==> config.mk <==
export PLATFORM = sky130hd
export DESIGN_NAME = regbank_arbiter_flat
export DESIGN_NICKNAME = d
export VERILOG_FILES = /design/src/rtl/regbank_arbiter_if.sv /design/src/rtl/regbank_arbiter.sv /design/src/flat_wrapper.sv
export SDC_FILE = /design/constraint.sdc
export NUM_CORES = 1
export LEC_CHECK = 0
export CAP_MARGIN = 0
export CORE_MARGIN = 3
export CORE_UTILIZATION = 43
export CTS_CLUSTER_DIAMETER = 30
export DETAILED_ROUTE_END_ITERATION = 6
export PLACE_DENSITY = 0.95
export SETUP_SLACK_MARGIN = 0.2
export SYNTH_ARGS = -nofsm -noshare
export SYNTH_HDL_FRONTEND = slang
export SYNTH_SLANG_ARGS = --single-unit
==> constraint.sdc <==
create_clock -name clk -period 4 [get_ports clk]
set_clock_uncertainty 0.15 [all_clocks]
set_input_delay 0.8 -clock clk [delete_from_list [all_inputs] [get_ports clk]]
set_output_delay 0.8 -clock clk [all_outputs]
set_load 0.005 [all_outputs]
==> src/rtl/regbank_arbiter_if.sv <==
// regbank_arbiter_if
//   One requester channel of the register-bank arbiter.
//   Ports (signals):
//     req    requester -> arbiter  access request (level, held until gnt)
//     we     requester -> arbiter  1 = write, 0 = read
//     addr   requester -> arbiter  target register
//     wdata  requester -> arbiter  write data
//     gnt    arbiter -> requester  op is on the bank this cycle (1-cycle pulse)
//     done   arbiter -> requester  op complete (1-cycle pulse)
//     rdata  arbiter -> requester  last read result, held until next read
//   Modports: master = requester side, slave = arbiter side.
interface regbank_arbiter_if #(
    parameter int DATA_W = 8,
    parameter int ADDR_W = 4
);
    logic              req;
    logic              we;
    logic [ADDR_W-1:0] addr;
    logic [DATA_W-1:0] wdata;
    logic              gnt;
    logic              done;
    logic [DATA_W-1:0] rdata;

    modport master (
        output req, we, addr, wdata,
        input  gnt, done, rdata
    );

    modport slave (
        input  req, we, addr, wdata,
        output gnt, done, rdata
    );
endinterface

==> src/rtl/regbank_arbiter.sv <==
// regbank_arbiter
//   Two-requester round-robin arbiter and access sequencer for a 16x8
//   register bank. Serialises one read or write at a time (IDLE -> ACCESS ->
//   RESP), captures read data per requester and pulses gnt/done.
//   Ports:
//     clk         rising-edge clock
//     rst         synchronous active-high reset
//     a, b        requester channels (regbank_arbiter_if.slave)
//     bank_rd     bank read enable
//     bank_wr     bank write enable (gated by rst combinationally)
//     bank_addr   bank address (holds op register)
//     bank_wdata  bank write data (holds op register)
//     bank_rdata  bank combinational read data
//   Parameters: DATA_W, ADDR_W, FAIR (1 = round-robin on contention, 0 = A wins)
module regbank_arbiter #(
    parameter int DATA_W = 8,
    parameter int ADDR_W = 4,
    parameter bit FAIR   = 1'b1
) (
    input  logic              clk,
    input  logic              rst,
    regbank_arbiter_if.slave  a,
    regbank_arbiter_if.slave  b,
    output logic              bank_rd,
    output logic              bank_wr,
    output logic [ADDR_W-1:0] bank_addr,
    output logic [DATA_W-1:0] bank_wdata,
    input  logic [DATA_W-1:0] bank_rdata
);

    typedef enum logic [1:0] {
        IDLE   = 2'd0,
        ACCESS = 2'd1,
        RESP   = 2'd2
    } state_t;

    state_t            state;
    state_t            next_state;
    logic              accept;
    logic              pick_b;

    logic              op_we;
    logic [ADDR_W-1:0] op_addr;
    logic [DATA_W-1:0] op_wdata;
    logic              owner_b;
    logic              last_b;
    logic [DATA_W-1:0] a_rdata_q;
    logic [DATA_W-1:0] b_rdata_q;

    // Next-state and output decode. Requests are only looked at in IDLE;
    // on contention FAIR picks whoever was not granted last.
    // bank_wr is masked by rst directly so a write caught by reset in ACCESS
    // never reaches the bank.
    always_comb begin
        next_state = state;
        accept     = 1'b0;
        pick_b     = 1'b0;
        a.gnt      = 1'b0;
        a.done     = 1'b0;
        b.gnt      = 1'b0;
        b.done     = 1'b0;
        bank_rd    = 1'b0;
        bank_wr    = 1'b0;
        bank_addr  = op_addr;
        bank_wdata = op_wdata;
        a.rdata    = a_rdata_q;
        b.rdata    = b_rdata_q;

        case (state)
            IDLE: begin
                if (a.req || b.req) begin
                    accept     = 1'b1;
                    next_state = ACCESS;
                    if (a.req && b.req) begin
                        pick_b = FAIR ? ~last_b : 1'b0;
                    end else begin
                        pick_b = b.req;
                    end
                end
            end
            ACCESS: begin
                next_state = RESP;
                a.gnt      = ~owner_b;
                b.gnt      = owner_b;
                bank_rd    = ~op_we;
                bank_wr    = op_we & ~rst;
            end
            RESP: begin
                next_state = IDLE;
                a.done     = ~owner_b;
                b.done     = owner_b;
            end
            default: begin
                next_state = IDLE;
            end
        endcase
    end

    // State, op registers, grant pointer and per-requester read data.
    // Read data is captured on the edge that leaves ACCESS, so it is valid
    // together with done in RESP.
    always_ff @(posedge clk) begin
        if (rst) begin
            state     <= IDLE;
            op_we     <= 1'b0;
            op_addr   <= '0;
            op_wdata  <= '0;
            owner_b   <= 1'b0;
            last_b    <= 1'b1;
            a_rdata_q <= '0;
            b_rdata_q <= '0;
        end else begin
            state <= next_state;
            if (accept) begin
                owner_b  <= pick_b;
                last_b   <= pick_b;
                op_we    <= pick_b ? b.we    : a.we;
                op_addr  <= pick_b ? b.addr  : a.addr;
                op_wdata <= pick_b ? b.wdata : a.wdata;
            end
            if (state == ACCESS && !op_we) begin
                if (owner_b) begin
                    b_rdata_q <= bank_rdata;
                end else begin
                    a_rdata_q <= bank_rdata;
                end
            end
        end
    end

endmodule
==> src/flat_wrapper.sv <==
// flat-port wrapper written by rule: the top's interface ports become plain ports
module regbank_arbiter_flat 
#(
    parameter int DATA_W = 8,
    parameter int ADDR_W = 4,
    parameter bit FAIR   = 1'b1
)
  (clk, rst, bank_rd, bank_wr, bank_addr, bank_wdata, bank_rdata, a_req, a_we, a_addr, a_wdata, a_gnt, a_done, a_rdata, b_req, b_we, b_addr, b_wdata, b_gnt, b_done, b_rdata);
  regbank_arbiter_if #(.DATA_W(DATA_W), .ADDR_W(ADDR_W)) a_i ();
  regbank_arbiter_if #(.DATA_W(DATA_W), .ADDR_W(ADDR_W)) b_i ();
  input  logic clk;
  input  logic rst;
  output logic bank_rd;
  output logic bank_wr;
  output logic [ADDR_W-1:0] bank_addr;
  output logic [DATA_W-1:0] bank_wdata;
  input  logic [DATA_W-1:0] bank_rdata;
  input wire logic [$bits(a_i.req)-1:0] a_req;
  input wire logic [$bits(a_i.we)-1:0] a_we;
  input wire logic [$bits(a_i.addr)-1:0] a_addr;
  input wire logic [$bits(a_i.wdata)-1:0] a_wdata;
  output wire logic [$bits(a_i.gnt)-1:0] a_gnt;
  output wire logic [$bits(a_i.done)-1:0] a_done;
  output wire logic [$bits(a_i.rdata)-1:0] a_rdata;
  input wire logic [$bits(b_i.req)-1:0] b_req;
  input wire logic [$bits(b_i.we)-1:0] b_we;
  input wire logic [$bits(b_i.addr)-1:0] b_addr;
  input wire logic [$bits(b_i.wdata)-1:0] b_wdata;
  output wire logic [$bits(b_i.gnt)-1:0] b_gnt;
  output wire logic [$bits(b_i.done)-1:0] b_done;
  output wire logic [$bits(b_i.rdata)-1:0] b_rdata;
  assign a_i.req = a_req;
  assign a_i.we = a_we;
  assign a_i.addr = a_addr;
  assign a_i.wdata = a_wdata;
  assign a_gnt = a_i.gnt;
  assign a_done = a_i.done;
  assign a_rdata = a_i.rdata;
  assign b_i.req = b_req;
  assign b_i.we = b_we;
  assign b_i.addr = b_addr;
  assign b_i.wdata = b_wdata;
  assign b_gnt = b_i.gnt;
  assign b_done = b_i.done;
  assign b_rdata = b_i.rdata;
  regbank_arbiter #(.DATA_W(DATA_W), .ADDR_W(ADDR_W), .FAIR(FAIR)) u_core (.clk(clk), .rst(rst), .a(a_i), .b(b_i), .bank_rd(bank_rd), .bank_wr(bank_wr), .bank_addr(bank_addr), .bank_wdata(bank_wdata), .bank_rdata(bank_rdata));
endmodule
==> reports/metrics.yaml, run 1 <==
timing:
  period_minus_slack_ps: 2920
  setup_viol: 0
  final_max_slew_viol_count: 0
  grt_setup_unrepaired: "no"
  finalHoldViolCount: 0
  setup_slack_ps: 1080
  fmax_mhz: 342.5
  setup_tns_ps: 0
  layout_worst_path_cycle_share_pct: 73.00
  whs_ps: 307.2
  slew-limit-headroom_pct: 58.23
  worstMarginPinSlew_ps: 624.5
detailed_routing:
  dr.pass1.iters: 4
  drc: 0
  via_count: 1452
  antenna_left: 0
  via_per_inst: 5.280
  post_drt_wl_per_cell_um: 14.52
  first_iter_violations: 84
  wl_um: 3992
placed_design:
  io_buffer_count: 71
  pre_cts_slack_ps: 1066
  place.gp.congestion: 0.7654
  dp.cells: 267
  place_hpwl_um: 2880
  placed_area_um2: 2146
global_routing:
  grt_max_degree: 33
  antenna_found_initial: 0
  overflow: 0
  grt_pass1_vias: 1386
  grt_pass1_wl_um: 6630
  grt_use_total_pct: 20.18
hold_path:
  worstHoldStart: "u_core.a.rdata[2]"
  worstHoldEndpoint: "u_core.a.rdata[2]"
  min-delay-path-class: "reg -> reg"
  hold_depth: 2
floorplanning:
  rows: 20
  die_w_um: 64.35
  fp.dieArea_um2: 4140
  die_h_um: 64.35
  fp.coreArea_um2: 3153
  io_pins: 72
  start_util_pct: 46.43
clock_tree:
  clk_latency_ps: 320
  h-tree-depth: 2
  postCtsSetupBuffers: 0
  clock_path_buffers: 2
  clkSlewWorstSetupHoldPaths_ps: 100
  cts_tree: "built"
  cts_buffers: 5
  cts_root_buffer: "clkbuf_4"
  postCtsHoldBufs: 0
  cts_sinks: 33
  post_cts_resized: 0
final_layout:
  diodes: 0
  seq_area_um2: 660.6
  syn_to_final_growth_pct: 51.37
  drive_above_1_share_pct: 6.926
  utilization_pct: 70.28
  nFillCells: 261
  multi_input_area_um2: 704.4
  fin_nets: 268
  stdcell_count: 275
  stdcell_area_um2: 2216
setup_path:
  cp-start-kind: "input pin"
  cp.depth: 4
  worst-path-buf-inv: 2
  r2r_cells: 3
  slowest_delay_ps: 500
  r2r-end: "u_core.bank_addr[3]"
  path_class: "in -> out"
  cp.arrival_ps: 1970
  crit_fanout: 2
  rrSetupSlack_ps: 2220
  cp-end-kind: "output pin"
  required_ps: 3050
  crit_top_cell: "clkdlybuf4s50_1"
  crit_family: "buffers and inverters"
  crit_chain: "clkdlybuf4s50_1, nor2_1, and2_1, clkdlybuf4s50_1"
  r2r-start: "u_core.state[1]"
  cp-startpoint: "rst"
  slowest_stage: "clkdlybuf4s50_1"
yosys:
  yosysUniqueCellTypes: 26
  muxShareOfSynthArea_pct: 5.470
  synth_nets: 206
  async_flop_share_pct: 0
  synth_xor_area_share_pct: 0
  netlist_top_cells_area: "dfxtp_1 (45%), a311oi_1 (7.8%), a21oi_1 (7.5%)"
  ys_seq_area_share_pct: 45.13
  synthAdderAreaFrac_pct: 0
  synth_edf_count: 0
  ys.flop_type: "dfxtp_1"
  yosysTopAreaCellShare_pct: 45.13
  ys_warn_count: 0
  synth_compound_area_share_pct: 21.11
  synth_top_family_by_area: "simple AND/OR/NAND/NOR gates"
  syn_area_um2: 1464
  syn_area_per_cell_um2: 8.714
  synth-seq-cells: 33
  synth-simple-area-share_pct: 21.54
  syn_inst: 168
  synth_area_leader_cell: "dfxtp_1"
  yosysMostFrequentCell: "dfxtp_1"
  yosys-top-cells-count: "dfxtp_1 (33), a21oi_1 (22), nand2_1 (17), o21ai_0 (15)"
run:
  max_cap_viol_count: 0
power:
  cellLeakagePower_nw: 0.7556
  p_total_mw: 0.7662
  power_density_nw_per_um2: 345.8
  peakVddDrop_uv: 298.0
outcome:
  outcome: "complete, no violations"
[state kept, by name, indices dropped and copies added, names as in the netlist]
| signal | count |
|---|---|
| u_core.op_we | 1 |
| u_core.last_b | 1 |
| u_core.state | 2 |
| u_core.a.rdata | 8 |
| u_core.bank_wdata | 8 |
| u_core.owner_b | 1 |
| u_core.b.rdata | 8 |
| u_core.bank_addr | 4 |
[layout make-up]
type | instances | share of cell area (%)
Timing Repair Buffer | 72 | 32.41
Multi-Input combinational cell | 116 | 31.79
Clock inverter | 1 | 0.2259
Clock buffer | 7 | 2.936
Tap cell | 44 | 2.484
Inverter | 2 | 0.3388
Sequential cell | 33 | 29.81
[worst max path at each step]
stage                     slack, ps  endpoint
after floorplan                1860   bank_wr
after global placement         1100   bank_wr
after detailed placement       1070   bank_wr
after CTS                      1060   bank_wr
after global routing            970   bank_wr
final                          1080   bank_wr
[where the power goes]
part | switching (mW) | leakage (nW) | internal, mW | total [mW]
Combinational | 0.0804 | 0.443 | 0.104 | 0.184
Sequential | 0.0194 | 0.271 | 0.354 | 0.374
Clock | 0.107 | 0.0413 | 0.102 | 0.209
Total | 0.207 | 0.756 | 0.560 | 0.766
[cells in the final DEF (no fill, tap or decap)]
cell type | synthesis | layout
a211o_2 | 1 | 1
nor4b_4 | 1 | 1
or2_2 | 2 | 2
clkdlybuf4s50_1 | 0 | 71
nand4_1 | 13 | 13
dfxtp_1 | 33 | 33
a311oi_1 | 13 | 13
nand2b_1 | 1 | 1
nand3b_1 | 1 | 1
nand3_1 | 1 | 1
nor3b_1 | 2 | 2
clkbuf_4 | 0 | 5
or4b_1 | 1 | 1
nor2_2 | 1 | 1
clkinv_2 | 0 | 1
nor2_4 | 1 | 1
nor3_1 | 1 | 1
mux2i_1 | 8 | 8
buf_4 | 4 | 1
and4bb_2 | 1 | 1
a21oi_1 | 22 | 22
and2_1 | 1 | 1
o21ai_0 | 15 | 15
nor2_1 | 13 | 13
nand2_1 | 17 | 17
clkbuf_8 | 0 | 2
inv_1 | 2 | 2
[routing by layer]
layer | GRT usage, % | vias to the layer above | wire length, um
li1 | - | 737 | -
met1 | 25.51 | 673 | 1723
met2 | 34.02 | 36 | 2093
met3 | 3.866 | 6 | 118
met4 | 7.124 | 0 | 57
met5 | 0 | - | 0
[worst register-to-register path, cell delays in order (launching register included)]
cell,delay [ps]
dfxtp_1,430
or2_2,380
nor2_2,490
a311oi_1,180
[cells by family (layout without fill, tap and decap cells)]
kind of cell           after synthesis  in the layout
AO/OA/AOI/OAI                       51             51
buffers and inverters               19             82
flip-flops                          33             33
multiplexers                         8              8
AND/OR/NAND/NOR                     57             57
No activity file was read; power rests on OpenSTA's default activity.
==> inputs of run 2 (changes only) <==
- CORE_UTILIZATION: 43 -> 36
- PLACE_DENSITY: 0.95 -> 0.86
- clock period: 4 -> 2.5 ns (I/O delays scaled with it)
==> run 2 against run 1 <==
Net effect:
- first-iteration DRC count grew 13%
- final area grew 2.7%
- critical path depth shrank 1
- global-route usage shrank 3.1 points
- setup slack lost 760 ps
- die area grew 18%
- largest cell class unchanged
- largest power group unchanged
==> reports/metrics.yaml, run 2 (synthesis gave the netlist of run 1 again) <==
outcome:
  outcome: "complete, no violations"
power:
  p_total_mw: 1.403
  peakVddDrop_uv: 327.2
  power_density_nw_per_um2: 616.4
  cellLeakagePower_nw: 0.7825
global_routing:
  grt_max_degree: 33
  grt_pass1_wl_um: 6837
  grt_use_total_pct: 17.10
  grt_pass1_vias: 1421
  antenna_found_initial: 0
  overflow: 0
setup_path:
  slowest_delay_ps: 530
  crit_fanout: 7
  slowest_stage: "clkdlybuf4s50_1"
  cp-start-kind: "flip-flop"
  rrSetupSlack_ps: 800
  crit_chain: "inv_1, nor3b_1, clkdlybuf4s50_1"
  cp.arrival_ps: 1530
  worst-path-buf-inv: 2
  path_class: "reg -> out"
  cp-end-kind: "output pin"
  required_ps: 1850
  crit_family: "buffers and inverters"
placed_design:
  place.gp.congestion: 0.7373
  io_buffer_count: 71
  place_hpwl_um: 2976
  placed_area_um2: 2158
  pre_cts_slack_ps: 153.3
clock_tree:
  clk_latency_ps: 270
  h-tree-depth: 2
  clock_path_buffers: 2
  cts_sinks: 33
  postCtsHoldBufs: 0
  cts_tree: "built"
  clkSlewWorstSetupHoldPaths_ps: 60
  cts_root_buffer: "clkbuf_8"
  cts_buffers: 5
final_layout:
  layout_common_cells: "clkdlybuf4s50_1 (70), dfxtp_1 (31), a21oi_1 (22)"
  syn_to_final_growth_pct: 55.47
  stdcell_area_um2: 2276
  drive_above_1_share_pct: 7.759
  diodes: 0
  final_common_cell: "clkdlybuf4s50_1"
  nFillCells: 348
  seq_area_um2: 663.1
  multi_input_area_um2: 704.4
  fin_nets: 269
floorplanning:
  die_w_um: 69.77
  start_util_pct: 38.54
  io_pins: 72
  rows: 22
  die_h_um: 69.77
  fp.dieArea_um2: 4868
  fp.coreArea_um2: 3799
detailed_routing:
  highest_layer: "met4"
  dr.pass1.iters: 4
  wl_met3_um: 190
  via_count: 1484
  wl_um: 4211
  via_per_inst: 5.300
  post_drt_wl_per_cell_um: 15.04
  drc: 0
  antenna_left: 0
  wl_met2_um: 2128
  first_iter_violations: 95
  met1_length_um: 1824
timing:
  grt_setup_unrepaired: "no"
  final_max_slew_viol_count: 0
  period_minus_slack_ps: 2182
  setup_tns_ps: 0
  finalHoldViolCount: 0
  slew-limit-headroom_pct: 60.45
  whs_ps: 304.8
  fmax_mhz: 458.4
  worstMarginPinSlew_ps: 591.9
  layout_worst_path_cycle_share_pct: 87.27
  setup_viol: 0
  setup_slack_ps: 318.3
run:
  max_cap_viol_count: 0
hold_path:
  min-delay-path-class: "reg -> reg"
-- run 2: stage by stage --
| stage | utilization (%) | instances |
|---|---|---|
| after CTS | 59.91 | 280 |
| after global routing | 59.91 | 280 |
| after global placement | 56.82 | 272 |
| after detailed placement | 56.82 | 272 |
| final | 59.91 | 280 |
| after floorplan | - | 168 |
-- run 2: final timing paths --
path                startpoint           endpoint  cells past startpoint
min reg2reg  u_core.a.rdata[2]  u_core.a.rdata[2]                      2
max reg2reg    u_core.state[1]       u_core.op_we                      3
min          u_core.a.rdata[2]  u_core.a.rdata[2]                      2
max             u_core.owner_b             b_done                      3
-- run 2: report_power, final --
| group | switching [mW] | internal [mW] |
|---|---|---|
| sequential | 0.0303 | 0.568 |
| combinational | 0.129 | 0.167 |
| clock | 0.184 | 0.325 |
-- run 2: timing repair --
| item | CTS | global route |
|---|---|---|
| gates resized for setup | 3 | 0 |
| endpoints found under the setup margin | 1 | 0 |
| setup buffers | 0 | 0 |
-- run 2: tightest hold or removal path, stage by stage (launching register included) --
cell,delay [ps]
dfxtp_1,310
nand2_1,50
a21oi_1,50
-- run 2: per-layer routing --
metal,GRT usage (%),vias up
li1,-,740
met1,22.19,698
met2,28.65,40
met3,2.754,6
met4,5.745,0
met5,0,-
-- run 2: final cells by class --
| class | instances | share of cell area, % |
|---|---|---|
| timing repair buffer | 73 | 31.83 |
| multi-input combinational | 116 | 30.95 |
| sequential | 33 | 29.14 |
| clock buffer | 7 | 3.793 |
| tap | 48 | 2.639 |
| clock inverter | 1 | 1.319 |
| inverter | 2 | 0.3299 |
==> inputs of run 3 (changes only) <==
- CTS_CLUSTER_SIZE: default -> 30
- MAX_ROUTING_LAYER: default -> met4
==> run 3 against run 2 <==
Net effect:
- die area unchanged
- power increased by 0.13%
- worst hold slack about the same
- sequential cell count unchanged
- critical path depth unchanged
- final area unchanged
- final cell count unchanged
- maximum frequency decreased by 0.12%
- via count decreased by 0.13%
- largest power group unchanged
==> reports/metrics.yaml, run 3 (synthesis gave the netlist of run 1 again) <==
outcome:
  outcome: "complete, no violations"
setup_path:
  cp.arrival_ps: 1530
  cp-end-kind: "output pin"
  r2r-start: "u_core.state[1]"
  r2r_cells: 3
  rrSetupSlack_ps: 790
  cp-start-kind: "flip-flop"
  path_class: "reg -> out"
  required_ps: 1850
  crit_fanout: 7
  r2r-end: "u_core.op_we"
power:
  p_total_mw: 1.405
  p_int_mw: 1.059
  seq_power_share_pct: 42.6
  power_frac_comb_pct: 21.1
  p_switching_mw: 0.3455
  power_density_nw_per_um2: 617.3
  sw_frac_of_total_pct: 24.59
  peakVddDrop_uv: 328.0
  cellLeakagePower_nw: 0.7825
  p_clk_share_pct: 36.3
hold_path:
  min-delay-path-class: "reg -> reg"
  hold_depth: 2
  worstHoldEndpoint: "u_core.a.rdata[2]"
  worstHoldStart: "u_core.a.rdata[2]"
clock_tree:
  cts_buffers: 5
  h-tree-depth: 2
  cts_root_buffer: "clkbuf_8"
  clock_path_buffers: 2
  cts_tree: "built"
  clkSlewWorstSetupHoldPaths_ps: 60
  cts_sinks: 33
  clk_latency_ps: 280
timing:
  whs_ps: 304.8
  slew-limit-headroom_pct: 60.14
  fmax_mhz: 457.8
  setup_viol: 0
  period_minus_slack_ps: 2184
  grt_setup_unrepaired: "no"
  layout_worst_path_cycle_share_pct: 87.37
  setup_slack_ps: 315.7
  final_max_slew_viol_count: 0
  setup_tns_ps: 0
  worstMarginPinSlew_ps: 596.4
  finalHoldViolCount: 0
final_layout:
  diodes: 0
  utilization_pct: 59.91
  layout_common_cells: "clkdlybuf4s50_1 (70), dfxtp_1 (31), a21oi_1 (22)"
  stdcell_count: 280
  fin_nets: 269
  stdcell_area_um2: 2276
  final_common_cell: "clkdlybuf4s50_1"
  syn_to_final_growth_pct: 55.47
  drive_above_1_share_pct: 7.759
placed_design:
  io_buffer_count: 71
  pre_cts_slack_ps: 153.3
  dp.cells: 272
  place_hpwl_um: 2976
  place.gp.congestion: 0.7464
  placed_area_um2: 2158
detailed_routing:
  antenna_left: 0
  via_per_inst: 5.293
  dr.pass1.iters: 4
  via_count: 1482
  post_drt_wl_per_cell_um: 15.00
  drc: 0
  wl_um: 4199
  first_iter_violations: 94
floorplanning:
  fp.dieArea_um2: 4868
  die_w_um: 69.77
  rows: 22
  start_util_pct: 38.54
  io_pins: 72
  die_h_um: 69.77
  fp.coreArea_um2: 3799
global_routing:
  overflow: 0
  grt_max_degree: 33
  grt_pass1_vias: 1419
  antenna_found_initial: 0
  grt_pass1_wl_um: 6844
  grt_use_total_pct: 17.79
run:
  max_cap_viol_count: 0
[run 3: cell type report]
cell class,instances,area [um2]
clock buffer,7,86.33
clock inverter,1,30.03
fill,348,1523
inverter,2,7.507
multi-input combinational,116,704.4
sequential,33,663.1
tap,48,60.06
timing repair buffer,73,724.4
[run 3: power by group through the flow]
stage / sequential, mW / combinational (mW) / clock [mW]
final: 0.598 / 0.297 / 0.510
after global routing: 0.605 / 0.323 / 0.545
after CTS: 0.598 / 0.297 / 0.518
after detailed placement: 0.609 / 0.296 / 0
after global placement: 0.608 / 0.292 / 0
after floorplan: 0.604 / 0.146 / 0
[run 3: per-layer routing]
| layer | up-vias | track usage [%] | wire, um |
|---|---|---|---|
| li1 | 739 | - | - |
| met4 | 0 | 5.106 | 55 |
| met5 | - | - | 0 |
| met3 | 6 | 3.913 | 139 |
| met1 | 706 | 22.37 | 1875 |
| met2 | 31 | 28.65 | 2129 |
[run 3: worst max-delay path by stage]
stage                        start           end  slack [ps]
floorplan                    b_req  u_core.op_we         910
global placement               rst       bank_wr         200
detailed placement             rst       bank_wr         150
CTS                 u_core.owner_b        b_done         300
global route        u_core.owner_b        b_done         250
finish              u_core.owner_b        b_done         320
[run 3: worst max-delay path, cell delays in order (launching register included)]
cell and delay (ps):
dfxtp_1 460, inv_1 90, nor3b_1 190, clkdlybuf4s50_1 530
[run 3: timing repair]
item | in CTS | in global routing
hold buffers | 0 | 0
gates resized for setup | 3 | 0
endpoints found under the setup margin | 1 | 0
buffers inserted | 0 | 0
